[src/rtl/control_loop_cmd_queue_pkg.sv]
// rtl/control_loop_cmd_queue_pkg.sv - command codes and queue FSM encodings for the control loop
// Purpose: shared command-code constants, the write-bit position and the
//          2-bit request-queue FSM state type.
// Ports:   none (package).
package control_loop_cmd_queue_pkg;

  localparam int CONTROL_LOOP_CMD_WIDTH = 8;
  localparam int CONTROL_LOOP_WRITE_BIT = 7;

  localparam logic [CONTROL_LOOP_CMD_WIDTH-1:0] CMD_STATUS = 8'h01;
  localparam logic [CONTROL_LOOP_CMD_WIDTH-1:0] CMD_SETPT  = 8'h02;
  localparam logic [CONTROL_LOOP_CMD_WIDTH-1:0] CMD_CYCLES = 8'h03;
  localparam logic [CONTROL_LOOP_CMD_WIDTH-1:0] CMD_GAIN   = 8'h04;

  typedef enum logic [1:0] {
    CONTROL_LOOP_CMD_Q_IDLE    = 2'd0,
    CONTROL_LOOP_CMD_Q_ISSUE   = 2'd1,
    CONTROL_LOOP_CMD_Q_RELEASE = 2'd2
  } cmd_q_state_e;

  function automatic logic [CONTROL_LOOP_CMD_WIDTH-1:0] cmd_with_write(
      input logic [CONTROL_LOOP_CMD_WIDTH-1:0] code);
    logic [CONTROL_LOOP_CMD_WIDTH-1:0] r;
    r = code;
    r[CONTROL_LOOP_WRITE_BIT] = 1'b1;
    return r;
  endfunction

endpackage

[src/rtl/control_loop_cmd_queue_sync_fifo.sv]
// rtl/control_loop_cmd_queue_sync_fifo.sv - synchronous request FIFO without fall-through
// Purpose: DEPTH-entry storage for queued requests. rdata always shows the
//          entry at the read pointer; the consumer latches it when it pops.
//          full is registered from the next-state count.
// Ports:   clk, rst (sync, active-high), push/wdata, pop/rdata, full, empty.
module control_loop_cmd_queue_sync_fifo #(
  parameter int WID   = 72,
  parameter int DEPTH = 4,
  parameter int AW    = 2
) (
  input  logic           clk,
  input  logic           rst,
  input  logic           push,
  input  logic [WID-1:0] wdata,
  input  logic           pop,
  output logic [WID-1:0] rdata,
  output logic           full,
  output logic           empty
);

  localparam logic [AW:0] DEPTH_CNT = DEPTH[AW:0];

  logic [WID-1:0] mem_q [DEPTH];
  logic [AW-1:0]  wr_ptr_q, wr_ptr_d;
  logic [AW-1:0]  rd_ptr_q, rd_ptr_d;
  logic [AW:0]    count_q, count_d;
  logic           full_q, full_d;

  always_comb begin
    wr_ptr_d = push ? wr_ptr_q + AW'(1) : wr_ptr_q;
    rd_ptr_d = pop  ? rd_ptr_q + AW'(1) : rd_ptr_q;
    unique case ({push, pop})
      2'b10:   count_d = count_q + (AW+1)'(1);
      2'b01:   count_d = count_q - (AW+1)'(1);
      default: count_d = count_q;
    endcase
    full_d = (count_d == DEPTH_CNT);
  end

  always_ff @(posedge clk) begin
    if (rst) begin
      wr_ptr_q <= '0;
      rd_ptr_q <= '0;
      count_q  <= '0;
      full_q   <= 1'b0;
    end else begin
      wr_ptr_q <= wr_ptr_d;
      rd_ptr_q <= rd_ptr_d;
      count_q  <= count_d;
      full_q   <= full_d;
    end
  end

  always_ff @(posedge clk) begin
    if (push) begin
      mem_q[wr_ptr_q] <= wdata;
    end
  end

  assign rdata = mem_q[rd_ptr_q];
  assign full  = full_q;
  assign empty = (count_q == '0);

endmodule

[src/rtl/control_loop_cmd_queue.sv]
// rtl/control_loop_cmd_queue.sv - CPU request queue driving the control loop cmd handshake
// Purpose: queues CPU requests, issues them one at a time on the loop's
//          cmd/word_in/start_cmd/finish_cmd handshake, returns word_out as a
//          held response and aborts commands that never finish via a timer.
// Ports:   clk, rst (sync, active-high)
//          req_valid/req_ready/req_cmd/req_word       CPU request
//          rsp_valid/rsp_ready/rsp_word/rsp_timeout   CPU response
//          cl_cmd/cl_word_in/cl_start                 to loop
//          cl_word_out/cl_finish                      from loop
//          stat_done/stat_timeout  only when CONTROL_LOOP_CMD_STATS_EN is defined
module control_loop_cmd_queue
  import control_loop_cmd_queue_pkg::*;
#(
  parameter int CMD_WID     = CONTROL_LOOP_CMD_WIDTH,
  parameter int DATA_WID    = 64,
  parameter int FIFO_DEPTH  = 4,
  parameter int FIFO_AW     = 2,
  parameter int TIMEOUT     = 1048575,
  parameter int TIMEOUT_WID = 20
) (
  input  logic                clk,
  input  logic                rst,
  input  logic                req_valid,
  output logic                req_ready,
  input  logic [CMD_WID-1:0]  req_cmd,
  input  logic [DATA_WID-1:0] req_word,
  output logic                rsp_valid,
  input  logic                rsp_ready,
  output logic [DATA_WID-1:0] rsp_word,
  output logic                rsp_timeout,
  output logic [CMD_WID-1:0]  cl_cmd,
  output logic [DATA_WID-1:0] cl_word_in,
  input  logic [DATA_WID-1:0] cl_word_out,
  output logic                cl_start,
  input  logic                cl_finish
`ifdef CONTROL_LOOP_CMD_STATS_EN
  ,
  output logic [31:0]         stat_done,
  output logic [15:0]         stat_timeout
`endif
);

  localparam int ENTRY_WID = CMD_WID + DATA_WID;
  localparam logic [TIMEOUT_WID-1:0] TIMER_LAST = TIMEOUT_WID'(TIMEOUT - 1);

  logic                 fifo_push, fifo_pop, fifo_full, fifo_empty;
  logic [ENTRY_WID-1:0] fifo_head;

  cmd_q_state_e         state_q, state_d;
  logic [TIMEOUT_WID-1:0] timer_q, timer_d;
  logic [CMD_WID-1:0]   cl_cmd_q, cl_cmd_d;
  logic [DATA_WID-1:0]  cl_word_in_q, cl_word_in_d;
  logic                 cl_start_q, cl_start_d;
  logic                 rsp_valid_q, rsp_valid_d;
  logic [DATA_WID-1:0]  rsp_word_q, rsp_word_d;
  logic                 rsp_timeout_q, rsp_timeout_d;
  logic                 rsp_set;

  assign req_ready = !fifo_full;
  assign fifo_push = req_valid && req_ready;

  control_loop_cmd_queue_sync_fifo #(
    .WID   (ENTRY_WID),
    .DEPTH (FIFO_DEPTH),
    .AW    (FIFO_AW)
  ) u_fifo (
    .clk   (clk),
    .rst   (rst),
    .push  (fifo_push),
    .wdata ({req_cmd, req_word}),
    .pop   (fifo_pop),
    .rdata (fifo_head),
    .full  (fifo_full),
    .empty (fifo_empty)
  );

  always_comb begin
    state_d       = state_q;
    timer_d       = timer_q;
    cl_cmd_d      = cl_cmd_q;
    cl_word_in_d  = cl_word_in_q;
    cl_start_d    = cl_start_q;
    rsp_valid_d   = rsp_valid_q;
    rsp_word_d    = rsp_word_q;
    rsp_timeout_d = rsp_timeout_q;
    fifo_pop      = 1'b0;
    rsp_set       = 1'b0;

    if (rsp_valid_q && rsp_ready) begin
      rsp_valid_d = 1'b0;
    end

    unique case (state_q)
      CONTROL_LOOP_CMD_Q_IDLE: begin
        // Waiting for the previous response to be consumed keeps exactly one
        // command in flight; a finish still high from the loop must drop first.
        if (!fifo_empty && !rsp_valid_q && !cl_finish) begin
          cl_cmd_d     = fifo_head[ENTRY_WID-1:DATA_WID];
          cl_word_in_d = fifo_head[DATA_WID-1:0];
          fifo_pop     = 1'b1;
          timer_d      = '0;
          state_d      = CONTROL_LOOP_CMD_Q_ISSUE;
        end
      end
      CONTROL_LOOP_CMD_Q_ISSUE: begin
        // cl_start is registered, so it rises one cycle after cmd/word settle.
        cl_start_d = 1'b1;
        timer_d    = timer_q + TIMEOUT_WID'(1);
        if (cl_finish) begin
          rsp_word_d    = cl_word_out;
          rsp_timeout_d = 1'b0;
          cl_start_d    = 1'b0;
          state_d       = CONTROL_LOOP_CMD_Q_RELEASE;
        end else if (timer_q == TIMER_LAST) begin
          rsp_word_d    = '0;
          rsp_timeout_d = 1'b1;
          cl_start_d    = 1'b0;
          state_d       = CONTROL_LOOP_CMD_Q_RELEASE;
        end
      end
      CONTROL_LOOP_CMD_Q_RELEASE: begin
        if (!cl_finish) begin
          rsp_valid_d = 1'b1;
          rsp_set     = 1'b1;
          state_d     = CONTROL_LOOP_CMD_Q_IDLE;
        end
      end
      default: begin
        cl_start_d = 1'b0;
        state_d    = CONTROL_LOOP_CMD_Q_IDLE;
      end
    endcase
  end

  always_ff @(posedge clk) begin
    if (rst) begin
      state_q       <= CONTROL_LOOP_CMD_Q_IDLE;
      timer_q       <= '0;
      cl_cmd_q      <= '0;
      cl_word_in_q  <= '0;
      cl_start_q    <= 1'b0;
      rsp_valid_q   <= 1'b0;
      rsp_word_q    <= '0;
      rsp_timeout_q <= 1'b0;
    end else begin
      state_q       <= state_d;
      timer_q       <= timer_d;
      cl_cmd_q      <= cl_cmd_d;
      cl_word_in_q  <= cl_word_in_d;
      cl_start_q    <= cl_start_d;
      rsp_valid_q   <= rsp_valid_d;
      rsp_word_q    <= rsp_word_d;
      rsp_timeout_q <= rsp_timeout_d;
    end
  end

  assign cl_cmd      = cl_cmd_q;
  assign cl_word_in  = cl_word_in_q;
  assign cl_start    = cl_start_q;
  assign rsp_valid   = rsp_valid_q;
  assign rsp_word    = rsp_word_q;
  assign rsp_timeout = rsp_timeout_q;

`ifdef CONTROL_LOOP_CMD_STATS_EN
  logic [31:0] stat_done_q, stat_done_d;
  logic [15:0] stat_timeout_q, stat_timeout_d;

  // rsp_timeout_q already holds the outcome when the response is raised.
  always_comb begin
    stat_done_d    = stat_done_q;
    stat_timeout_d = stat_timeout_q;
    if (rsp_set && !rsp_timeout_q && (stat_done_q != '1)) begin
      stat_done_d = stat_done_q + 32'd1;
    end
    if (rsp_set && rsp_timeout_q && (stat_timeout_q != '1)) begin
      stat_timeout_d = stat_timeout_q + 16'd1;
    end
  end

  always_ff @(posedge clk) begin
    if (rst) begin
      stat_done_q    <= '0;
      stat_timeout_q <= '0;
    end else begin
      stat_done_q    <= stat_done_d;
      stat_timeout_q <= stat_timeout_d;
    end
  end

  assign stat_done    = stat_done_q;
  assign stat_timeout = stat_timeout_q;
`endif

endmodule

[config.mk]
export PLATFORM = sky130hd
export DESIGN_NAME = control_loop_cmd_queue
export DESIGN_NICKNAME = d
export VERILOG_FILES = /design/src/rtl/control_loop_cmd_queue_pkg.sv /design/src/rtl/control_loop_cmd_queue_sync_fifo.sv /design/src/rtl/control_loop_cmd_queue.sv
export SDC_FILE = /design/constraint.sdc
export NUM_CORES = 1
export LEC_CHECK = 0
export BUFFER_PORTS_ARGS = -buffer_cell sky130_fd_sc_hd__buf_2
export CAP_MARGIN = 20
export CORE_MARGIN = 1
export CORE_UTILIZATION = 43
export DETAILED_ROUTE_END_ITERATION = 10
export GPL_ROUTABILITY_DRIVEN = 0
export SLEW_MARGIN = 0
export SYNTH_ARGS = -nofsm -noshare
export SYNTH_HDL_FRONTEND = slang
export SYNTH_HIERARCHICAL = 1
export SYNTH_SLANG_ARGS = --single-unit
[constraint.sdc]
create_clock -name clk -period 3.4 [get_ports clk]
set_input_delay 0 -clock clk [delete_from_list [all_inputs] [get_ports clk]]
set_output_delay 0 -clock clk [all_outputs]
set_load 0.03 [all_outputs]
==> results of run 1 <==
[placed cells by master, fill, tap and decap left out, types with 9 or more instances in the layout]
cell	count
clkbuf_16	49
mux4_2	70
buf_4	11
a21oi_1	154
clkinv_2	11
inv_1	14
a32oi_1	64
nand3_1	9
o21ai_0	67
dfxtp_1	169
clkbuf_1	13
edfxtp_1	288
nor2_1	18
nand2_1	152
dlygate4sd3_1	199
buf_2	279
[cell families (layout without fill, tap and decap cells)]
logic type               count (synthesis)  in the layout  synth area share
adder cells (fa/ha/maj)                  8              8           0.00621
XOR/XNOR                                 5              5           0.00253
multiplexers                            76             76            0.0965
AO/OA/AOI/OAI                          308            308             0.107
other                                    0              3                 0
buffers and inverters                  106            604            0.0346
AND/OR/NAND/NOR                        227            227            0.0574
flip-flops                             459            459             0.696
[routing by layer]
| metal | vias up | global-route usage | part of all wire |
|---|---|---|---|
| met4 | 2 | 0.0505 | 0.019 |
| li1 | 5495 | - | - |
| met2 | 408 | 0.339 | 0.48 |
| met1 | 5773 | 0.266 | 0.42 |
| met3 | 61 | 0.0579 | 0.080 |
| met5 | - | 0 | 0.00031 |
[final timing paths]
path | from | end
worst max register to register | state_q[1] | rsp_word[40]
worst max-delay path | state_q[1] | rsp_word[40]
worst min register to register | cl_word_in[33] | cl_word_in[33]
worst min-delay path | req_valid | u_fifo/wr_ptr_q[0]
[state kept, by name, indices dropped and copies added (netlist names), 2 cells and up, named ones only]
| signal | cells |
|---|---|
| state_q | 2 |
| timer_q | 20 |
| rsp_word | 64 |
| u_fifo/mem_q | 288 |
| u_fifo/wr_ptr_q | 2 |
| cl_word_in | 64 |
| u_fifo/count_q | 3 |
| u_fifo/rd_ptr_q | 2 |
| cl_cmd | 8 |
[cell type report]
class,instances,share of cell area
flip-flops and latches,459,0.531
multi-input cells,624,0.207
repair buffers,498,0.160
clock buffers,68,0.0597
well taps,525,0.0289
clock inverters,22,0.0104
inverters,16,0.00269
diodes,3,0.000330
[through the flow]
| step | instances | power, µW | hold WS, ns | setup WS (ns) | area [µm²] |
|---|---|---|---|---|---|
| 6_report | 2215 | 16300 | 0.0416 | 0.678 | 22800 |
| 5_1_grt | 2214 | 17100 | 0.0695 | 0.497 | 22800 |
| 4_1_cts | 2211 | 16500 | 0.00806 | 0.671 | 22700 |
| 3_5_place_dp | 1922 | 10900 | 0.215 | 0.694 | 19100 |
| 3_3_place_gp | 1922 | 10800 | 0.213 | 0.791 | 19100 |
| 2_1_floorplan | 1189 | 9940 | 0.0989 | 0.547 | 17300 |
[critical path, delay by kind of cell, from the launching register on]
family                 cells  cell delay, ns
and+or+nand+nor            2            0.84
buffers and inverters      2            1.12
AOI/OAI and AO/OA          2            0.32
DFF                        1            0.34
[power groups by stage]
stage,Sequential [µW],Combinational (µW),Clock (µW)
finish,7060,3960,5270
detailed placement,7190,3700,0
global route,7160,4310,5620
CTS,7080,3980,5410
floorplan,7690,2250,0
global placement,7160,3680,0
[what timing repair did]
item,4_1_cts,5_1_grt
buffers inserted,0,0
endpoints found under the hold margin,373,0
hold buffers,199,0
gates resized for setup,0,0
==> summary.txt, run 1 <==
Status: completed
CP endpoint kind: register
Leading area contributor after synthesis: edfxtp_1
Hold crit path type: in2reg
Wirelength per Cell: 19.0 µm
Setup TNS: 0 ns
Total grt overflow: 0
Final hold violation count: 0
Root Driver: clkbuf_16
Worst-Margin Slew: 1.03 ns
CTS tree: yes
Reg2Reg Setup Slack: 0.68 ns
Final ANT Viol Nets: 0
Critical Setup Path Class: reg2reg
Vias/cell: 5.30
CTS max path bufs: 3
Ys Warns: 6
Layout cell share with drive strength beyond 1: 0.273
Vias in the first global route: 11797
RSZ-0062 raised after global routing: no
Port bufs: 280
Total track usage: 0.205
Count leader, synth: edfxtp_1
Worst path required time: 3.91 ns
DRC: 0
Sw Pwr: 4880 µW
Final-report setup violation count: 0
Die W: 203 µm
CP max FO: 49
EDFF count, synth: 288
Hold path depth: 4
P_int: 11400 µW
Synth top area cells: edfxtp_1 50%, dfxtp_1 20%, mux4_2 9.1%
Nets: 1796
Final Critical Period: 2.72 ns
Max-Cap Viols: 0
H-tree depth: 2
Number of cells on the worst reg-to-reg path: 6
Area growth syn-to-layout: 31.2%
Drt initial violations: 830
First-pass GRT wire length: 65700 µm
Worst-Skew Late Latency: 0.58 ns
Chip height: 203 µm
F_max: 367 MHz
CP startpoint kind: register
Die ar.: 41100 µm²
Vias: 11739
Fin crit share: 0.801
Cell Area, Synth: 17300 µm²
Register area: 12100 µm²
Slew Limit Fails: 0
Synth top cells by count: 288 x edfxtp_1, 171 x dfxtp_1, 154 x a21oi_1
Skew final: 0.0116 ns
Largest net degree at the start of global routing: 92
CP cell instances: nand2b_2 > nor2_4 > buf_4 > a32oi_1 > a21oi_1 > dlygate4sd3_1
Ys async rst share: 0
CP max stage delay: 0.58 ns
Slew headroom: 0.314
First drt pass iteration count: 5
Pwr dens: 716 nW/µm²
Logic pwr share: 0.243
Mean Syn Cell Area: 14.6 µm²
Share of the synthesized area in the top cell type: 0.499
Leakage power: 0.00834 µW
Sw Share: 0.299
Post-synthesis register bit count: 459
Synth unique cells: 50
Top FF cell, synth: edfxtp_1
Peak supply drop: 0.488 mV
Core Box Area: 39700 µm²
Crit path arrival time: 3.24 ns
Synth Instances: 1189
CTS Buf Count: 48
Clk slew on worst S/H paths: 0.06 ns
Sequential share of the synthesized area: 0.696
Multi-input combinational cell area: 4710 µm²
Sink Count: 459
Flop pwr share: 0.434
Routed wire length: 42200 µm
Initial core utilization: 0.436
Layout Utilization: 0.573
Ports: 281
Fill cell count: 3219
Clock power frac: 0.323
Post-synth net total: 1338
DP Wirelength: 22800 µm
Initial antenna violation count: 3
Row Count: 73
Max stage delay cell, worst path: dlygate4sd3_1
No activity file was read; power rests on OpenSTA's default activity.
==> run 2, diff against run 1 <==
==> constraint.sdc (replaced) <==
create_clock -name clk -period 2.6 [get_ports clk]
set_input_delay 0 -clock clk [delete_from_list [all_inputs] [get_ports clk]]
set_output_delay 0 -clock clk [all_outputs]
set_load 0.03 [all_outputs]
==> run 2 against run 1 <==
Net effect:
- core utilization decreased by 0.25 points
- sequential share of layout area increased by 0.25 points
- setup slack got worse by 0.62 ns
- first-iteration DRC count decreased by 2.0%
- hold slack improved by 0.028 ns
- cell count decreased by 1.1%
- non-clock buffer count decreased by 24
- combinational power increased by 33%
- clock-buffer cell count decreased by 2
- die area unchanged
- clock skew increased by 0.025 ns
- clock power increased by 32%
- highest routed layer unchanged
==> summary.txt, run 2 (synthesis results as in run 1) <==
Die ar.: 41100 µm² (unchanged)
Sw Pwr: 6490 µW (was 4880 µW)
Largest register by flop count: u_fifo/mem_q (unchanged)
Clock power frac: 0.326 (was 0.323)
Crit path arrival time: 2.99 ns (was 3.24 ns)
Largest register FFs: 288 (unchanged)
Finished Layout Cells: 2191 (was 2215)
CP startpoint kind: register (unchanged)
F_max: 394 MHz (was 367 MHz)
Nets: 1772 (was 1796)
Total grt overflow: 0 (unchanged)
CTS tree: yes (unchanged)
Worst-Margin Slew: 0.742 ns (was 1.03 ns)
Pwr dens: 943 nW/µm² (was 716 nW/µm²)
Status: completed (unchanged)
Leakage power: 0.00819 µW (was 0.00834 µW)
Logic pwr share: 0.246 (was 0.243)
Flop pwr share: 0.428 (was 0.434)
Final non-filler cell area: 22700 µm² (was 22800 µm²)
Row Count: 73 (unchanged)
Ports: 281 (unchanged)
Fin crit share: 0.977 (was 0.801)
First drt pass iteration count: 5 (unchanged)
Vias/cell: 5.35 (was 5.30)
Slew Limit Fails: 0 (unchanged)
Die W: 203 µm (unchanged)
DRC: 0 (unchanged)
Met2 WL: 20300 µm (about the same)
Commonest non-fill, non-tap cell in the layout: edfxtp_1 (unchanged)
Dpl ws: 0.163 ns (was 0.694 ns)
Peak supply drop: 0.702 mV (was 0.488 mV)
Final setup margin: 0.0588 ns (was 0.678 ns)
Hold crit path type: in2reg (unchanged)
Fill cell count: 3183 (was 3219)
CP endpoint kind: register (unchanged)
Largest net degree at the start of global routing: 91 (was 92)
CTS max path bufs: 3 (unchanged)
H-tree depth: 2 (unchanged)
Port bufs: 280 (unchanged)
Core Box Area: 39700 µm² (unchanged)
Initial antenna violation count: 4 (was 3)
Clk slew on worst S/H paths: 0.06 ns (about the same)
Final Critical Period: 2.54 ns (was 2.72 ns)
Wirelength per Cell: 19.0 µm (about the same)
CP max FO: 66 (was 49)
Setup TNS: 0 ns (unchanged)
Total track usage: 0.201 (was 0.205)
Root Driver: clkbuf_16 (unchanged)
First-pass GRT wire length: 64200 µm (was 65700 µm)
Drt initial violations: 813 (was 830)
Sw Share: 0.304 (was 0.299)
Layout cell share with drive strength beyond 1: 0.291 (was 0.273)
Chip height: 203 µm (unchanged)
Top sig layer: met5 (unchanged)
Vias in the first global route: 11500 (was 11797)
Slew headroom: 0.505 (was 0.314)
Sink Count: 459 (unchanged)
Wl on met1: 17500 µm (was 17700 µm)
Final hold violation count: 0 (unchanged)
Skew final: 0.0363 ns (was 0.0116 ns)
Layout Utilization: 0.570 (was 0.573)
Worst path required time: 3.05 ns (was 3.91 ns)
Vias: 11716 (was 11739)
Critical Setup Path Class: reg2reg (unchanged)
Commonest non-fill, non-tap cells in the layout: 288 x edfxtp_1, 279 x buf_2, 166 x dfxtp_1 (was 288 x edfxtp_1, 279 x buf_2, 199 x dlygate4sd3_1)
Max-Cap Viols: 0 (unchanged)
P_int: 14900 µW (was 11400 µW)
Met3 wire len: 2870 µm (was 3390 µm)
Final-report setup violation count: 0 (unchanged)
Routed wire length: 41600 µm (was 42200 µm)
Placed Area: 19400 µm² (was 19100 µm²)
CTS Buf Count: 48 (unchanged)
Initial core utilization: 0.436 (unchanged)
Worst-Skew Late Latency: 0.61 ns (was 0.58 ns)
DP Wirelength: 23900 µm (was 22800 µm)
Area growth syn-to-layout: 30.7% (was 31.2%)
Final ANT Viol Nets: 0 (unchanged)
Post-Place Cells: 1936 (was 1922)
## run 2: cell count changes in the layout (fill, tap and decap cells not counted), sizes merged
cell	change
clkbuf	-2
buf	+15
clkinv	+1
dlygate4sd3	-39
clkinvlp	+2
inv	-1
## run 2: path summary, 6_finish.rpt
kind / startpoint / endpoint / slack [ns] / cells past startpoint
worst max-delay path: timer_q[1] / rsp_word[60] / 0.06 / 7
worst min-delay path: req_valid / u_fifo/wr_ptr_q[1] / 0.07 / 5
worst max register to register: timer_q[1] / rsp_word[60] / 0.06 / 7
worst min register to register: cl_word_in[3] / cl_word_in[3] / 0.45 / 2
## run 2: cell type report
type	instances	area (µm²)	area share
Sequential cell	459	12100	0.533
Multi-Input combinational cell	624	4740	0.209
Antenna cell	3	7.51	0.000331
Clock inverter	24	302	0.0133
Tap cell	525	657	0.0290
Timing Repair Buffer	474	3480	0.153
Inverter	16	65.1	0.00287
Clock buffer	66	1330	0.0586
## run 2: what timing repair did
item,in CTS,in global routing
endpoints found under the setup margin,0,19
gates resized for setup,0,7
hold buffers,160,0
endpoints found under the hold margin,376,0
buffers inserted,0,2
## run 2: worst max-delay path, cell delays in order, from the launching register on
cell           delay, ns
dfxtp_1             0.42
ha_1                0.18
nand4_1             0.09
or3_2               0.46
buf_12              0.23
a32oi_2             0.29
a21oi_1             0.12
dlygate4sd3_1       0.61
## run 2: stage by stage
stage / total power (µW) / hold WS [ns]
floorplan: 13000 / 0.0989
global placement: 14300 / 0.213
detailed placement: 14400 / 0.217
CTS: 21600 / 0.0480
global route: 22300 / 0.0606
finish: 21400 / 0.0697
## run 2: power groups by stage
stage | Sequential, µW | Clock, µW | Combinational, µW
5_1_grt | 9240 | 7400 | 5700
6_report | 9150 | 6970 | 5250
3_5_place_dp | 9300 | 0 | 5080
3_3_place_gp | 9260 | 0 | 5050
4_1_cts | 9150 | 7140 | 5320
2_1_floorplan | 10000 | 0 | 3000
## run 2: per-layer routing
layer | global-route usage | vias up
met5 | 0 | -
met4 | 0.0615 | 2
met1 | 0.255 | 5783
met2 | 0.338 | 401
met3 | 0.0493 | 64
li1 | - | 5466
==> run 3, diff against run 2 <==
--- a/config.mk
+++ b/config.mk
@@ -5,10 +5,12 @@
 export SDC_FILE = /design/constraint.sdc
 export NUM_CORES = 1
 export LEC_CHECK = 0
+export ABC_AREA = 1
 export BUFFER_PORTS_ARGS = -buffer_cell sky130_fd_sc_hd__buf_2
 export CAP_MARGIN = 20
 export CORE_MARGIN = 1
 export CORE_UTILIZATION = 43
+export CTS_CLUSTER_DIAMETER = 40
 export DETAILED_ROUTE_END_ITERATION = 10
 export GPL_ROUTABILITY_DRIVEN = 0
 export SLEW_MARGIN = 0
==> run 3 against run 2 <==
Net effect:
- flip-flop and latch count did not move
- synthesized cell count is 30% higher
- final area rose by 2.7%
- first-iteration DRC count grew 9.6%
- non-clock buffer count shrank 9
- register-to-register slack better by 0.23 ns
- via count increased by 9.3%
- sequential share of layout area fell by 1.4 points
- global-route usage increased by 0.42 points
- fmax grew 9.9%
- largest cell class unchanged
==> summary.txt, run 3 <==
Commonest non-fill, non-tap cell in the layout: nand2_1 (was edfxtp_1)
Setup TNS: 0 ns (unchanged)
Post-synth net total: 1692 (was 1338)
Pwr dens: 984 nW/µm² (was 943 nW/µm²)
Largest net degree at the start of global routing: 89 (was 91)
Chip height: 204 µm (was 203 µm)
Slew headroom: 0.559 (was 0.505)
Die W: 204 µm (was 203 µm)
Clk slew on worst S/H paths: 0.06 ns (about the same)
Post-Place Cells: 2277 (was 1936)
CTS max path bufs: 3 (unchanged)
Worst path required time: 3.09 ns (was 3.05 ns)
Status: completed (unchanged)
Synth top area cells: edfxtp_1 49%, dfxtp_1 20%, nand2_1 7.1% (was edfxtp_1 50%, dfxtp_1 20%, mux4_2 9.1%)
Die ar.: 41500 µm² (was 41100 µm²)
Worst-Margin Slew: 0.662 ns (was 0.742 ns)
CP cell instances: inv_1 > ha_1 > inv_1 > nor2_1 > nand2_1 > nor2_1 > nand2_1 > nand2_1 > nand2_2 > buf_4 > nand2_1 > a21oi_1 > dlygate4sd3_1 (was ha_1 > nand4_1 > or3_2 > buf_12 > a32oi_2 > a21oi_1 > dlygate4sd3_1)
Fill cell count: 3256 (was 3183)
Synth top cells by count: 331 x nand2_1, 288 x edfxtp_1, 171 x dfxtp_1 (was 288 x edfxtp_1, 171 x dfxtp_1, 154 x a21oi_1)
Ys async rst share: 0 (unchanged)
Nets: 2133 (was 1772)
Sequential share of the synthesized area: 0.690 (was 0.696)
Max stage delay cell, worst path: dlygate4sd3_1 (unchanged)
Final hold violation count: 0 (unchanged)
DRC: 0 (unchanged)
Finished Layout Cells: 2563 (was 2191)
Largest register FFs: 288 (unchanged)
Initial antenna violation count: 5 (was 4)
Hold crit path type: in2reg (unchanged)
Ys Warns: 6 (unchanged)
CTS tree: yes (unchanged)
Fin crit share: 0.889 (was 0.977)
Count leader, synth: nand2_1 (was edfxtp_1)
Layout cell share with drive strength beyond 1: 0.259 (was 0.291)
Drt initial violations: 891 (was 813)
Crit path arrival time: 2.80 ns (was 2.99 ns)
Area growth syn-to-layout: 32.9% (was 30.7%)
First drt pass iteration count: 5 (unchanged)
Top FF cell, synth: edfxtp_1 (unchanged)
RSZ-0062 raised after global routing: no
Total grt overflow: 0 (unchanged)
First-pass GRT wire length: 66600 µm (was 64200 µm)
Leading area contributor after synthesis: edfxtp_1 (unchanged)
Share of the synthesized area in the top cell type: 0.494 (was 0.499)
CP max stage delay: 0.58 ns (was 0.61 ns)
Peak supply drop: 0.941 mV (was 0.702 mV)
Final non-filler cell area: 23300 µm² (was 22700 µm²)
Total track usage: 0.205 (was 0.201)
Vias/cell: 5.00 (was 5.35)
Skew final: 0.0201 ns (was 0.0363 ns)
Mean Syn Cell Area: 11.3 µm² (was 14.6 µm²)
Final ANT Viol Nets: 0 (unchanged)
EDFF count, synth: 288 (unchanged)
Most used cell, CP: nand2_1
Critical Setup Path Class: reg2reg (unchanged)
Number of cells on the worst reg-to-reg path: 13 (was 7)
Crit path max-delay family: buffers and inverters (unchanged)
Root Driver: clkbuf_16 (unchanged)
Worst-Skew Late Latency: 0.56 ns (was 0.61 ns)
Sink Count: 459 (unchanged)
Leakage power: 0.00878 µW (was 0.00819 µW)
Wirelength per Cell: 16.8 µm (was 19.0 µm)
Synth unique cells: 37 (was 50)
Vias: 12807 (was 11716)
Dpl ws: 0.607 ns (was 0.163 ns)
Final Critical Period: 2.31 ns (was 2.54 ns)
Crit. path cell count: 13 (was 7)
Commonest non-fill, non-tap cells in the layout: 330 x nand2_1, 288 x edfxtp_1, 279 x buf_2 (was 288 x edfxtp_1, 279 x buf_2, 166 x dfxtp_1)
Post-synthesis register bit count: 459 (unchanged)
CP endpoint kind: register (unchanged)
H-tree depth: 3 (was 2)
Synth Instances: 1543 (was 1189)
DP Wirelength: 23700 µm (was 23900 µm)
Bufs and invs on worst path: 4 (was 2)
Ports: 281 (unchanged)
Initial core utilization: 0.438 (was 0.436)
CP startpoint kind: register (unchanged)
Largest register by flop count: u_fifo/mem_q (unchanged)
Slew Limit Fails: 0 (unchanged)
Routed wire length: 43100 µm (was 41600 µm)
Layout Utilization: 0.583 (was 0.570)
Cell Area, Synth: 17500 µm² (was 17300 µm²)
CP max FO: 27 (was 66)
Max-Cap Viols: 0 (unchanged)
CTS Buf Count: 68 (was 48)
Final-report setup violation count: 0 (unchanged)
Final setup margin: 0.287 ns (was 0.0588 ns)
Row Count: 73 (unchanged)
Hold path depth: 2 (was 5)
Placed Area: 19400 µm² (about the same)
Vias in the first global route: 12640 (was 11500)
Port bufs: 280 (unchanged)
F_max: 432 MHz (was 394 MHz)
Core Box Area: 39900 µm² (was 39700 µm²)
==> run 3: final cells by class <==
class / instances / area [µm²] / share of cell area
Clock inverter: 40 / 414 / 0.0178
Tap cell: 525 / 657 / 0.0282
Multi-Input combinational cell: 942 / 4730 / 0.204
Antenna cell: 4 / 10.0 / 0.000430
Inverter: 48 / 193 / 0.00828
Sequential cell: 459 / 12100 / 0.519
Clock buffer: 80 / 1790 / 0.0769
Timing Repair Buffer: 465 / 3390 / 0.146
==> run 3: repair_timing <==
| item | CTS | global route |
|---|---|---|
| hold buffers | 162 | 0 |
| gates resized for setup | 0 | 0 |
| hold endpoints to repair | 378 | 0 |
| buffers inserted | 0 | 0 |
==> run 3: kinds of logic after synthesis <==
family	Yosys count	share of synthesized area
flip-flops	459	0.690
AND/OR/NAND/NOR	535	0.126
XOR/XNOR	1	0.000501
buffers and inverters	142	0.0402
adder cells (fa/ha/maj)	8	0.00615
AO/OA/AOI/OAI	398	0.138
==> run 3: final timing paths <==
path,slack (ns),endpoint,startpoint
worst max-delay path,0.29,rsp_word[47],timer_q[0]
worst min-delay path,0.18,u_fifo/mem_q[2][20],req_word[20]
worst max register to register,0.29,rsp_word[47],timer_q[0]
worst min register to register,0.43,register,u_fifo/rd_ptr_q[1]
==> run 3: routing by layer <==
layer | wire length, µm | vias up | global-route usage
met5 | 13 | - | 0
met2 | 20600 | 366 | 0.350
met4 | 996 | 2 | 0.0789
met1 | 18800 | 6084 | 0.251
met3 | 2780 | 74 | 0.0468
li1 | - | 6281 | -
==> run 3: worst register-to-register path: stages (launching register included) <==
cell           delay [ns]
dfxtp_1              0.40
inv_1                0.09
ha_1                 0.20
inv_1                0.05
nor2_1               0.04
nand2_1              0.09
nor2_1               0.05
nand2_1              0.07
nand2_1              0.06
nand2_2              0.06
buf_4                0.29
nand2_1              0.11
a21oi_1              0.16
dlygate4sd3_1        0.58
==> run 3: where the power goes <==
| part | total, µW | leakage, µW | internal, µW | switching, µW |
|---|---|---|---|---|
| clock | 8770 | 0.00106 | 5550 | 3230 |
| combinational | 5190 | 0.00369 | 1640 | 3550 |
| sequential | 8910 | 0.00403 | 8590 | 320 |
| total | 22900 | 0.00878 | 15800 | 7100 |
==> run 3: stage by stage <==
stage | total power, µW | hold WS, ns
after floorplan | 12600 | 0.0724
after detailed placement | 14100 | 0.217
final | 22900 | 0.181
after global placement | 14000 | 0.214
after global routing | 24000 | 0.175
after CTS | 23200 | 0.149
